==> src/rtl/pattern_stream_gen.sv <==
// Streams the ASCII bytes of a pyramid or diamond star pattern over valid/ready.
// Size and shape are latched per run; every output is a registered flop.
module pattern_stream_gen #(
    parameter int unsigned MAX_N = 16,
    parameter int unsigned NW    = $clog2(MAX_N + 1)
) (
    input  logic          clk,
    input  logic          rst_n,
    input  logic          start,
    input  logic [NW-1:0] n_in,
    input  logic [1:0]    mode,
    output logic [7:0]    out_data,
    output logic          out_valid,
    input  logic          out_ready,
    output logic          out_last,
    output logic          busy,
    output logic          done,
    output logic          err
);

    localparam logic [7:0] CH_SP   = 8'h20;
    localparam logic [7:0] CH_STAR = 8'h2A;
    localparam logic [7:0] CH_NL   = 8'h0A;

    typedef enum logic [2:0] {IDLE, SPC, STAR, GAP, EOL} state_t;

    state_t        state, state_n;
    logic [NW-1:0] row, row_n, sp_cnt, sp_cnt_n, st_cnt, st_cnt_n, n_lat, n_lat_n;
    logic          half, half_n;
    logic [1:0]    mode_lat, mode_lat_n;
    logic [7:0]    data_n;
    logic          valid_n, last_n, busy_n, done_n, err_n;

    // Leading spaces for a row; half=0 is the up pyramid, half=1 the down one
    function automatic logic [NW-1:0] row_s(input logic h, input logic [NW-1:0] r,
                                            input logic [NW-1:0] n);
        return h ? r : n - r - NW'(1);
    endfunction

    function automatic logic [NW-1:0] row_k(input logic h, input logic [NW-1:0] r,
                                            input logic [NW-1:0] n);
        return h ? n - r : r + NW'(1);
    endfunction

    logic          fire, final_row, nx_half;
    logic [NW-1:0] s_cur, k_cur, nx_row, nx_s, n_eff, s_first;

    always_comb begin
        fire      = out_valid && out_ready;
        s_cur     = row_s(half, row, n_lat);
        k_cur     = row_k(half, row, n_lat);
        final_row = (row == n_lat - NW'(1)) &&
                    (half || mode_lat == 2'd0 || (mode_lat == 2'd3 && n_lat == NW'(1)));
        // Up half's last row hands over to the down half; compact diamond skips its widest row
        if (!half && row == n_lat - NW'(1)) begin
            nx_half = 1'b1;
            nx_row  = (mode_lat == 2'd3) ? NW'(1) : NW'(0);
        end else begin
            nx_half = half;
            nx_row  = row + NW'(1);
        end
        nx_s    = row_s(nx_half, nx_row, n_lat);
        n_eff   = (n_in > NW'(MAX_N)) ? NW'(MAX_N) : n_in;
        s_first = (mode == 2'd1) ? NW'(0) : n_eff - NW'(1);
    end

    // Next-state and next-output logic; everything holds unless a beat is accepted
    always_comb begin
        state_n    = state;
        row_n      = row;
        sp_cnt_n   = sp_cnt;
        st_cnt_n   = st_cnt;
        n_lat_n    = n_lat;
        half_n     = half;
        mode_lat_n = mode_lat;
        data_n     = out_data;
        valid_n    = out_valid;
        last_n     = out_last;
        busy_n     = busy;
        done_n     = 1'b0;
        err_n      = 1'b0;
        unique case (state)
            IDLE: begin
                if (start) begin
                    if (n_in == NW'(0)) begin
                        err_n = 1'b1;
                    end else begin
                        n_lat_n    = n_eff;
                        mode_lat_n = mode;
                        half_n     = (mode == 2'd1);
                        row_n      = NW'(0);
                        valid_n    = 1'b1;
                        busy_n     = 1'b1;
                        last_n     = 1'b0;
                        if (s_first == NW'(0)) begin
                            state_n  = STAR;
                            data_n   = CH_STAR;
                            st_cnt_n = NW'(1);
                        end else begin
                            state_n  = SPC;
                            data_n   = CH_SP;
                            sp_cnt_n = NW'(1);
                        end
                    end
                end
            end
            SPC: if (fire) begin
                if (sp_cnt == s_cur) begin
                    state_n  = STAR;
                    data_n   = CH_STAR;
                    st_cnt_n = NW'(1);
                end else begin
                    sp_cnt_n = sp_cnt + NW'(1);
                end
            end
            STAR: if (fire) begin
                state_n = GAP;
                data_n  = CH_SP;
            end
            GAP: if (fire) begin
                if (st_cnt == k_cur) begin
                    state_n = EOL;
                    data_n  = CH_NL;
                    last_n  = final_row;
                end else begin
                    state_n  = STAR;
                    data_n   = CH_STAR;
                    st_cnt_n = st_cnt + NW'(1);
                end
            end
            EOL: if (fire) begin
                if (out_last) begin
                    state_n = IDLE;
                    data_n  = 8'h00;
                    valid_n = 1'b0;
                    last_n  = 1'b0;
                    busy_n  = 1'b0;
                    done_n  = 1'b1;
                end else begin
                    half_n = nx_half;
                    row_n  = nx_row;
                    if (nx_s == NW'(0)) begin
                        state_n  = STAR;
                        data_n   = CH_STAR;
                        st_cnt_n = NW'(1);
                    end else begin
                        state_n  = SPC;
                        data_n   = CH_SP;
                        sp_cnt_n = NW'(1);
                    end
                end
            end
            default: state_n = IDLE;
        endcase
    end

    always_ff @(posedge clk) begin
        if (!rst_n) begin
            state     <= IDLE;
            row       <= '0;
            sp_cnt    <= '0;
            st_cnt    <= '0;
            n_lat     <= '0;
            half      <= 1'b0;
            mode_lat  <= 2'd0;
            out_data  <= 8'h00;
            out_valid <= 1'b0;
            out_last  <= 1'b0;
            busy      <= 1'b0;
            done      <= 1'b0;
            err       <= 1'b0;
        end else begin
            state     <= state_n;
            row       <= row_n;
            sp_cnt    <= sp_cnt_n;
            st_cnt    <= st_cnt_n;
            n_lat     <= n_lat_n;
            half      <= half_n;
            mode_lat  <= mode_lat_n;
            out_data  <= data_n;
            out_valid <= valid_n;
            out_last  <= last_n;
            busy      <= busy_n;
            done      <= done_n;
            err       <= err_n;
        end
    end

endmodule
==> config.mk <==
export PLATFORM = sky130hd
export DESIGN_NAME = pattern_stream_gen
export DESIGN_NICKNAME = d
export VERILOG_FILES = /design/src/rtl/pattern_stream_gen.sv
export SDC_FILE = /design/constraint.sdc
export NUM_CORES = 1
export LEC_CHECK = 0
export CAP_MARGIN = 30
export CELL_PAD_IN_SITES_DETAIL_PLACEMENT = 0
export CELL_PAD_IN_SITES_GLOBAL_PLACEMENT = 1
export CORE_MARGIN = 2
export CORE_UTILIZATION = 30
export DETAILED_ROUTE_END_ITERATION = 8
export PLACE_DENSITY = 0.7
export SKIP_LAST_GASP = 1
export SLEW_MARGIN = 20
export SYNTH_ARGS = -nofsm -noshare
export SYNTH_HDL_FRONTEND = slang
export SYNTH_SLANG_ARGS = --single-unit
==> constraint.sdc <==
create_clock -name clk -period 9.49 [get_ports clk]
set_input_delay 1.898 -clock clk [delete_from_list [all_inputs] [get_ports clk]]
set_output_delay 1.898 -clock clk [all_outputs]
set_load 0.02 [all_outputs]
==> metrics.txt, run 1 <==
Final Critical Period=4890 ps; Post-Syn Area=2914 um^2; die width=102.6 um; final setup fails=0; CP max-delay cell=or3b_1; worst setup margin=4600 ps; Core ar.=9328 um^2; CTS sink cnt=32; Place WS=4413 ps; Final Hold Fails=0; Ant. Diodes=0; status=finished clean; Crit path required time=9710 ps; Rel. slew slack=41.38%; Pre-antenna DRT Iters=4; EDFF count, synth=0; Max IR drop VDD=60.80 uV; internal power=0.0002555 W; R2R setup slack=4600 ps; launching point of the worst reg2reg path=n_lat[1]; Routed wire per std cell=15.43 um; leakage dissipation=1.186 nW; DRC=0; grt ovf=0; via/cell ratio=5.277; global-route wire length before repair=13.37 mm; Routed Antenna Nets=0; Layout area overhead=10.05%; CTS clock-pin slew for the worst setup and hold paths=70 ps; worst-margin pin slew=878.4 ps; RSZ-0062 raised after global routing=false; Clock Skews=5.458 ps; warnings from Yosys=0; Post-synth ARST share=0%; switch share=39.62%; Vias=2728; Seq pwr share=38.7%; final WL=7.979 mm; post-synthesis sequential area ratio=21.98%; crit path cell chain=inv_1 -> ha_1 -> xor2_2 -> or3b_4 -> a211oi_4 -> nand2_4 -> nor2_1 -> a21o_1 -> ha_1 -> inv_1 -> fa_1 -> xor2_1 -> nand3b_1 -> o41a_1 -> o221ai_4 -> or3b_1 -> or4_1 -> a31oi_1; hold_buf cts=0; worst hold path type=reg2reg; Starting Density=31.24%; initial drt markers=140; HP Start=mode_lat[1]; crit path capture type=register; TNS Setup=0 ps; H-tree Lvls=2; Post CTS Setup Buffer Count=0; CTS Buf Count=5; P_sw=0.0001677 W; CP Class=reg2reg; Hold Path Cell Cnt=2; combinational share of power=35.7%; Critical Path Start Type=register; GP Congestion=0.8755; full die area=10520 um^2; reg-to-reg endpoint=st_cnt[3]; Gate Count Post-Synth=385; hold endpoint=mode_lat[1]; initial antenna violation count=0; nets@finish=417; Root Buffer=clkbuf_8; FMAX=204.5 MHz; port bufs=18; Synth cell types=66; Max-Cap Viols=0; Rows=35; Pwr per Cell Area=132.0 nW/um^2; Ports=24; period utilization=51.53%; CP Data Arrival Time=5110 ps; Die Y=102.6 um; max incr delay on CP=500 ps; share of layout cells above drive strength 1=4.124%; Syn Area/Cell=7.569 um^2; Post-CTS Resized=0; Reg2Reg Depth=18; CTS tree=yes; fin. max-slew vios=0; Final HPWL DP=6.045 mm; CP max FO=8; largest net degree at the start of global routing=24; Synth Flop Type=dfxtp_1; clk buf depth=2; Clock power frac=25.6%; Seq cells post-synth=32; vias in the first global route=2686; GRT Util Overall=16.46%; later-pin clock latency in the skew report=300 ps
[flip-flops by register name (all words and copies together) (netlist names)]
signal and flops:
n_lat 5, row 5, sp_cnt 5, st_cnt 5, state 3, mode_lat 2, out_data 2, busy 1
done 1, err 1, half 1, out_last 1
[metal layers]
metal	track usage [%]	share of wire (%)
met1	21.47	49
met2	27.70	46
met3	3.661	4.4
met4	4.000	1.3
met5	0	0
[critical path: cells and delay by family, from the launching register on]
kind	cells	cell delay [ps]
buffers and inverters	2	210
and+or+nand+nor	6	1780
xor gates and xnor gates	2	310
AOI/OAI and AO/OA	5	1260
adders and majority gates	3	790
DFF	1	450
[synth_stat cells, types with 7 or more instances]
library cell | number | area share [%]
mux2i_1 | 10 | 3.4
nand3_1 | 17 | 2.9
or3_1 | 11 | 2.4
a21oi_1 | 26 | 4.5
clkbuf_1 | 13 | 1.7
nand2_1 | 36 | 4.6
nor2_1 | 33 | 4.3
xor2_1 | 16 | 4.8
buf_4 | 9 | 2.3
inv_1 | 19 | 2.4
dfxtp_1 | 32 | 22
nor3_1 | 8 | 1.4
ha_1 | 16 | 6.9
nor3b_1 | 7 | 1.8
o21ai_0 | 20 | 3.4
[through the flow]
| step | hold slack [ps] | std cells | util [%] | area [um^2] | power, W |
|---|---|---|---|---|---|
| 2_1_floorplan | 441.2 | 389 | - | 2929 | 0.0002795 |
| 3_3_place_gp | 442.9 | 510 | 33.55 | 3129 | 0.0003166 |
| 3_5_place_dp | 465.0 | 510 | 33.55 | 3129 | 0.0003179 |
| 4_1_cts | 475.1 | 517 | 34.38 | 3207 | 0.0004252 |
| 5_1_grt | 496.4 | 517 | 34.38 | 3207 | 0.0004530 |
| 6_report | 470.1 | 517 | 34.38 | 3207 | 0.0004232 |
[worst max path at each step]
stage                     startpoint         to
final                       n_lat[1]  st_cnt[3]
after global routing        n_lat[1]  st_cnt[3]
after CTS                   n_lat[1]  st_cnt[3]
after detailed placement     n_in[4]  st_cnt[3]
after global placement       n_in[4]  st_cnt[3]
after floorplan             n_lat[1]  st_cnt[3]
[cells by family (layout without fill, tap and decap cells)]
logic type	Yosys count	after routing	share of synthesized area, %
flip-flops	32	32	21.98
adder cells (fa/ha/maj)	18	18	8.244
AO/OA/AOI/OAI	93	93	22.20
AND/OR/NAND/NOR	161	161	29.03
XOR/XNOR	23	23	7.170
other	1	5	0.1287
multiplexers	11	11	3.821
buffers and inverters	46	45	7.428
[layout by cell type (no fill, tap or decap), drive strengths merged, types with 6 or more instances in the layout]
cell / Yosys / layout
o21ai: 20 / 20
and2: 6 / 6
a21oi: 26 / 26
nand3: 17 / 17
and3: 6 / 6
mux2i: 10 / 10
xnor2: 6 / 6
dfxtp: 32 / 32
a31oi: 6 / 6
inv: 19 / 19
ha: 16 / 16
or3: 11 / 11
nor3b: 7 / 7
nand2b: 6 / 6
nor2: 33 / 33
nor3: 8 / 8
clkdlybuf4s50: 0 / 18
clkbuf: 13 / 6
xor2: 17 / 17
nand2: 37 / 37
[final cells by class]
| cell class | instances | area [um^2] |
|---|---|---|
| Clock inverter | 1 | 5.005 |
| Fill cell | 1017 | 6121 |
| Multi-Input combinational cell | 311 | 2072 |
| Tap cell | 129 | 161.4 |
| Inverter | 20 | 75.07 |
| Timing Repair Buffer | 18 | 180.2 |
| Clock buffer | 6 | 72.57 |
| Sequential cell | 32 | 640.6 |
[power groups by stage]
stage	Clock [W]	Sequential, W	Combinational, W
6_report	0.000109	0.000164	0.000151
5_1_grt	0.000115	0.000166	0.000172
4_1_cts	0.000110	0.000164	0.000152
3_5_place_dp	0	0.000167	0.000151
3_3_place_gp	0	0.000166	0.000150
2_1_floorplan	0	0.000157	0.000122
Note: power is estimated with default switching activity, not from simulation.
==> run 2, diff against run 1 <==
Clock period 9.49 ns to 4.9 ns, I/O delays scaled along.
==> run 2 against run 1 <==
Against the previous run: combinational power up 110%; power is 110% higher; non-clock buffer count rose by 10.
==> metrics.txt, run 2 (same netlist as run 1, synthesis figures left out) <==
period utilization=93.80% (+42 points); Clock power frac=29.8% (+4.2 points); hold_buf cts=0 (unchanged); DRC=0 (unchanged); Fin Hold WS=468.4 ps (-1.709 ps); final WL=7.958 mm (-0.26%); CTS tree=yes; DP Area=3189 um^2 (+1.9%); CTS clock-pin slew for the worst setup and hold paths=80 ps (about the same); Final Hold Fails=0 (unchanged); via/cell ratio=5.297 (+0.39%); Vias=2797 (+2.5%); hold endpoint=out_data[5]; Ports=24 (unchanged); status=finished clean; R2R setup slack=300 ps (-4300 ps); worst-margin pin slew=907.6 ps (+29.21 ps); switch share=37.01% (-2.6 points); clk buf depth=2 (unchanged); Reg2Reg Depth=18 (unchanged); Final HPWL DP=6.046 mm (about the same); later-pin clock latency in the skew report=290 ps (about the same); CTS sink cnt=32 (unchanged); Critical Path Start Type=register; total power=0.0008835 W (+110%); crit path capture type=register; P_sw=0.0003270 W (+95%); FMAX=217.6 MHz (+6.4%); grt ovf=0 (unchanged); Seq pwr share=34.3% (-4.4 points); largest net degree at the start of global routing=24 (unchanged); Root Buffer=clkbuf_8; final instance area=3321 um^2 (+3.6%); fin. max-slew vios=0 (unchanged); CTS Buf Count=5 (unchanged); initial antenna violation count=0 (unchanged); Layout area overhead=13.95%; Max-Cap Viols=0 (unchanged); Pre-antenna DRT Iters=5 (+1); worst setup margin=303.8 ps (-4296 ps); share of layout cells above drive strength 1=8.020% (+3.9 points); Die Y=102.6 um (unchanged); Routed wire per std cell=15.07 um (-2.3%); GP Congestion=0.8244 (-5.8%); Place WS=107.7 ps (-4305 ps); leakage dissipation=1.252 nW (+5.5%); vias in the first global route=2565 (-4.5%); CP Class=reg2reg; Max IR drop VDD=143.1 uV (+140%); CP max FO=8 (unchanged); reg-to-reg endpoint=st_cnt[3]; Routed Antenna Nets=0 (unchanged); H-tree Lvls=2 (unchanged); combinational share of power=35.9% (+0.2 points); Ant. Diodes=0 (unchanged); GRT Util Overall=15.69% (-0.76 points); nets@finish=427 (+2.4%); Clock Skews=8.645 ps (+3.187 ps); most common cell after layout, fill and taps aside=nand2_1; Starting Density=31.24% (unchanged); Rel. slew slack=38.94% (-2.4 points); Crit path required time=5110 ps (-4600 ps); internal power=0.0005565 W (+120%); initial drt markers=157 (+12%); RSZ-0062 raised after global routing=false; Core ar.=9328 um^2 (unchanged); port bufs=18 (unchanged); final setup fails=0 (unchanged); global-route wire length before repair=13.03 mm (-2.5%); HP Start=out_data[5]; Rows=35 (unchanged); Final Critical Period=4596 ps (-293.9 ps); Hold Path Cell Cnt=2 (unchanged); most frequent cells in the layout=36 x nand2_1, 32 x nor2_1, 31 x dfxtp_1; die width=102.6 um (unchanged); full die area=10520 um^2 (unchanged); Pwr per Cell Area=266.1 nW/um^2 (+100%); worst hold path type=reg2reg; TNS Setup=0 ps (unchanged); CP Data Arrival Time=4800 ps (-310 ps); launching point of the worst reg2reg path=n_lat[1]
==> run 2: power groups by stage <==
stage | Clock, W | Sequential, W | Combinational (W)
5_1_grt | 0.000280 | 0.000307 | 0.000350
4_1_cts | 0.000270 | 0.000303 | 0.000313
6_report | 0.000263 | 0.000303 | 0.000317
3_5_place_dp | 0 | 0.000309 | 0.000311
2_1_floorplan | 0 | 0.000305 | 0.000236
3_3_place_gp | 0 | 0.000309 | 0.000311
==> run 2: critical path, cell delays in order, from the launching register on <==
cell	delay [ps]
dfxtp_1	320
inv_2	100
ha_2	220
xor2_2	170
or3b_4	410
a211oi_4	370
nand2_4	140
nor2_2	170
a21o_1	110
ha_1	150
inv_1	60
fa_1	390
xor2_1	170
nand3b_1	90
o41a_1	440
o221ai_4	210
or3b_4	460
or4_1	410
a31oi_1	120
==> run 2: how the worst max path moves through the flow <==
stage	slack (ps)	endpoint	from
final	300	st_cnt[3]	n_lat[1]
after global routing	20	st_cnt[3]	n_lat[0]
after CTS	70	st_cnt[3]	n_lat[0]
after detailed placement	110	st_cnt[3]	n_lat[0]
after global placement	270	st_cnt[3]	n_lat[0]
after floorplan	450	st_cnt[3]	n_lat[1]
==> run 2: repair_timing <==
action / in CTS / in global routing
buffers inserted: 0 / 2
setup endpoints to repair: 0 / 5
resized for setup: 0 / 5
==> run 2: area by class of cell <==
class	instances	area (um^2)
Sequential cell	32	641.9
Tap cell	129	161.4
Fill cell	987	6007
Inverter	20	75.07
Clock buffer	6	72.57
Clock inverter	2	35.03
Multi-Input combinational cell	311	2079
Timing Repair Buffer	28	255.2
==> run 2: routing by layer <==
layer	share of wire, %	GRT usage, %
met5	0	0
met4	1.4	4.205
met1	51	22.57
met3	4.7	3.119
met2	43	23.93
==> run 2: per-stage QoR <==
stage                     utilization [%]  std cells
after global routing                35.60        528
after CTS                           35.35        526
final                               35.60        528
after floorplan                         -        389
after global placement              34.19        518
after detailed placement            34.19        518
==> run 3, diff against run 2 <==
Clock period 4.9 ns to 4.27 ns, I/O delays scaled along.
==> run 3 against run 2 <==
Against the previous run: global-route usage is 0.30 points higher; clock power increased by 26%; hold slack worse by 5.0 ps; first-iteration DRC count down 11%; critical path depth is 2 lower.
==> metrics.txt, run 3 (same netlist as run 1, synthesis figures left out) <==
reg-to-reg endpoint=st_cnt[3]; CP Capture Point=st_cnt[3]; vias in the first global route=2616 (+2.0%); Ant. Diodes=0 (unchanged); HP Start=out_data[5]; Routed Antenna Nets=0 (unchanged); grt ovf=0 (unchanged); hold_buf cts=0 (unchanged); Rel. slew slack=39.86% (+0.92 points); CP Data Arrival Time=4330 ps (-470 ps); crit path capture type=register; largest net degree at the start of global routing=24 (unchanged); H-tree Lvls=2 (unchanged); Reg2Reg Depth=16 (-2); leakage dissipation=1.296 nW (+3.6%); Fin Hold WS=463.4 ps (-4.999 ps); Core ar.=9328 um^2 (unchanged); Starting Density=31.24% (unchanged); DRC=0 (unchanged); full die area=10520 um^2 (unchanged); M3 GR Usage=3.458% (+0.34 points); GP Congestion=0.8293 (+0.59%); global-route wire length before repair=13.30 mm (+2.0%); Die Y=102.6 um (unchanged); Critical Path Start Type=register; Vias=2789 (-0.29%); later-pin clock latency in the skew report=290 ps (about the same); Rows=35 (unchanged); via/cell ratio=5.213 (-1.6%); total power=0.001049 W (+19%); share of layout cells above drive strength 1=11.58% (+3.6 points); Pwr per Cell Area=306.1 nW/um^2 (+15%); CTS clock-pin slew for the worst setup and hold paths=80 ps (about the same); initial drt markers=139 (-11%); final core utilization=36.74% (+1.1 points); initial antenna violation count=0 (unchanged); Crit path required time=4470 ps (-640 ps); CP Launch Point=n_lat[0]; launching point of the worst reg2reg path=n_lat[0]; CTS sink cnt=32 (unchanged); met1 usage=22.59% (about the same); Routed wire per std cell=15.04 um (-0.24%); period utilization=96.64% (+2.8 points); grt met2 use=25.29% (+1.4 points); Final Hold Fails=0 (unchanged); Root Buffer=clkbuf_8; FMAX=242.3 MHz (+11%); worst hold path type=reg2reg; final setup fails=0 (unchanged); fillers=990 (+0.30%); fin. max-slew vios=0 (unchanged); Final HPWL DP=6.134 mm (+1.5%); CTS tree=yes; port bufs=18 (unchanged); Pre-antenna DRT Iters=4 (-1); R2R setup slack=140 ps (-160 ps); RSZ-0062 raised after global routing=true; CP Class=reg2reg; CP max FO=6 (-2); CTS Buf Count=5 (unchanged); nets@finish=434 (+1.6%); GRT Util Overall=16.00% (+0.30 points); most frequent cells in the layout=36 x nand2_1, 32 x nor2_1, 30 x dfxtp_1; most common cell after layout, fill and taps aside=nand2_1; TNS Setup=0 ps (unchanged); Max-Cap Viols=0 (unchanged); status=finished clean; Final Critical Period=4126 ps (-469.8 ps); worst-margin pin slew=900.3 ps (-7.268 ps); die width=102.6 um (unchanged); final WL=8.044 mm (+1.1%); clk buf depth=2 (unchanged); Clock Skews=8.762 ps (+0.1170 ps); Ports=24 (unchanged); GRT Max-Usage Layer=met2; Layout area overhead=17.60%; Max IR drop VDD=166.9 uV (+17%)
-- run 3: cell count changes in the layout (fill, tap and decap cells not counted), sizes merged --
cell    previous run  this run
buf               10        17
clkbuf             6         7
clkinv             2         1
-- run 3: metrics by stage --
stage	setup slack, ps	instances	instance area, um^2
after global placement	192.1	525	3253
after detailed placement	85.05	525	3253
final	143.6	535	3427
after CTS	84.53	533	3379
after global routing	-54.38	535	3427
after floorplan	18.79	389	2940
-- run 3: where the power goes --
part	switching, W	total [W]	internal (W)
registers	0.0000283	0.000348	0.000320
clock network	0.000125	0.000331	0.000206
logic	0.000219	0.000370	0.000151
total	0.000372	0.00105	0.000677
-- run 3: timing repair --
action | CTS | global route
resized for setup | 0 | 10
setup buffers | 0 | 2
endpoints found under the setup margin | 0 | 9
-- run 3: worst max-delay path: stages (launching register included) --
cell      delay, ps
dfxtp_2         320
buf_4           150
or2_4           250
a211o_2         350
a211oi_4        290
nand2_4          90
nor2_4          130
a21o_1          100
ha_2            170
inv_2            40
fa_2            500
nand3b_1         70
o41a_1          470
o221ai_4        160
or3b_4          420
or4_1           400
a31oi_1         130
-- run 3: worst min-delay path by stage --
| stage | endpoint | cells past startpoint |
|---|---|---|
| after floorplan | mode_lat[1] | 2 |
| after global placement | out_data[5] | 2 |
| after detailed placement | out_data[5] | 2 |
| after CTS | out_data[5] | 2 |
| after global routing | out_data[5] | 2 |
| final | out_data[5] | 2 |
-- run 3: layout make-up --
| type | instances | area, um^2 | share of cell area [%] |
|---|---|---|---|
| tap | 129 | 161.4 | 4.710 |
| sequential | 32 | 643.1 | 18.77 |
| multi-input combinational | 311 | 2110 | 61.56 |
| clock inverter | 1 | 30.03 | 0.8762 |
| inverter | 20 | 75.07 | 2.191 |
| clock buffer | 7 | 96.34 | 2.811 |
| timing repair buffer | 35 | 311.5 | 9.091 |
-- run 3: metal layers --
metal,share of wire (%),vias to the layer above
li1,-,1413
met1,51,1316
met2,45,53
met3,3.1,7
met4,0.83,0
met5,0,-
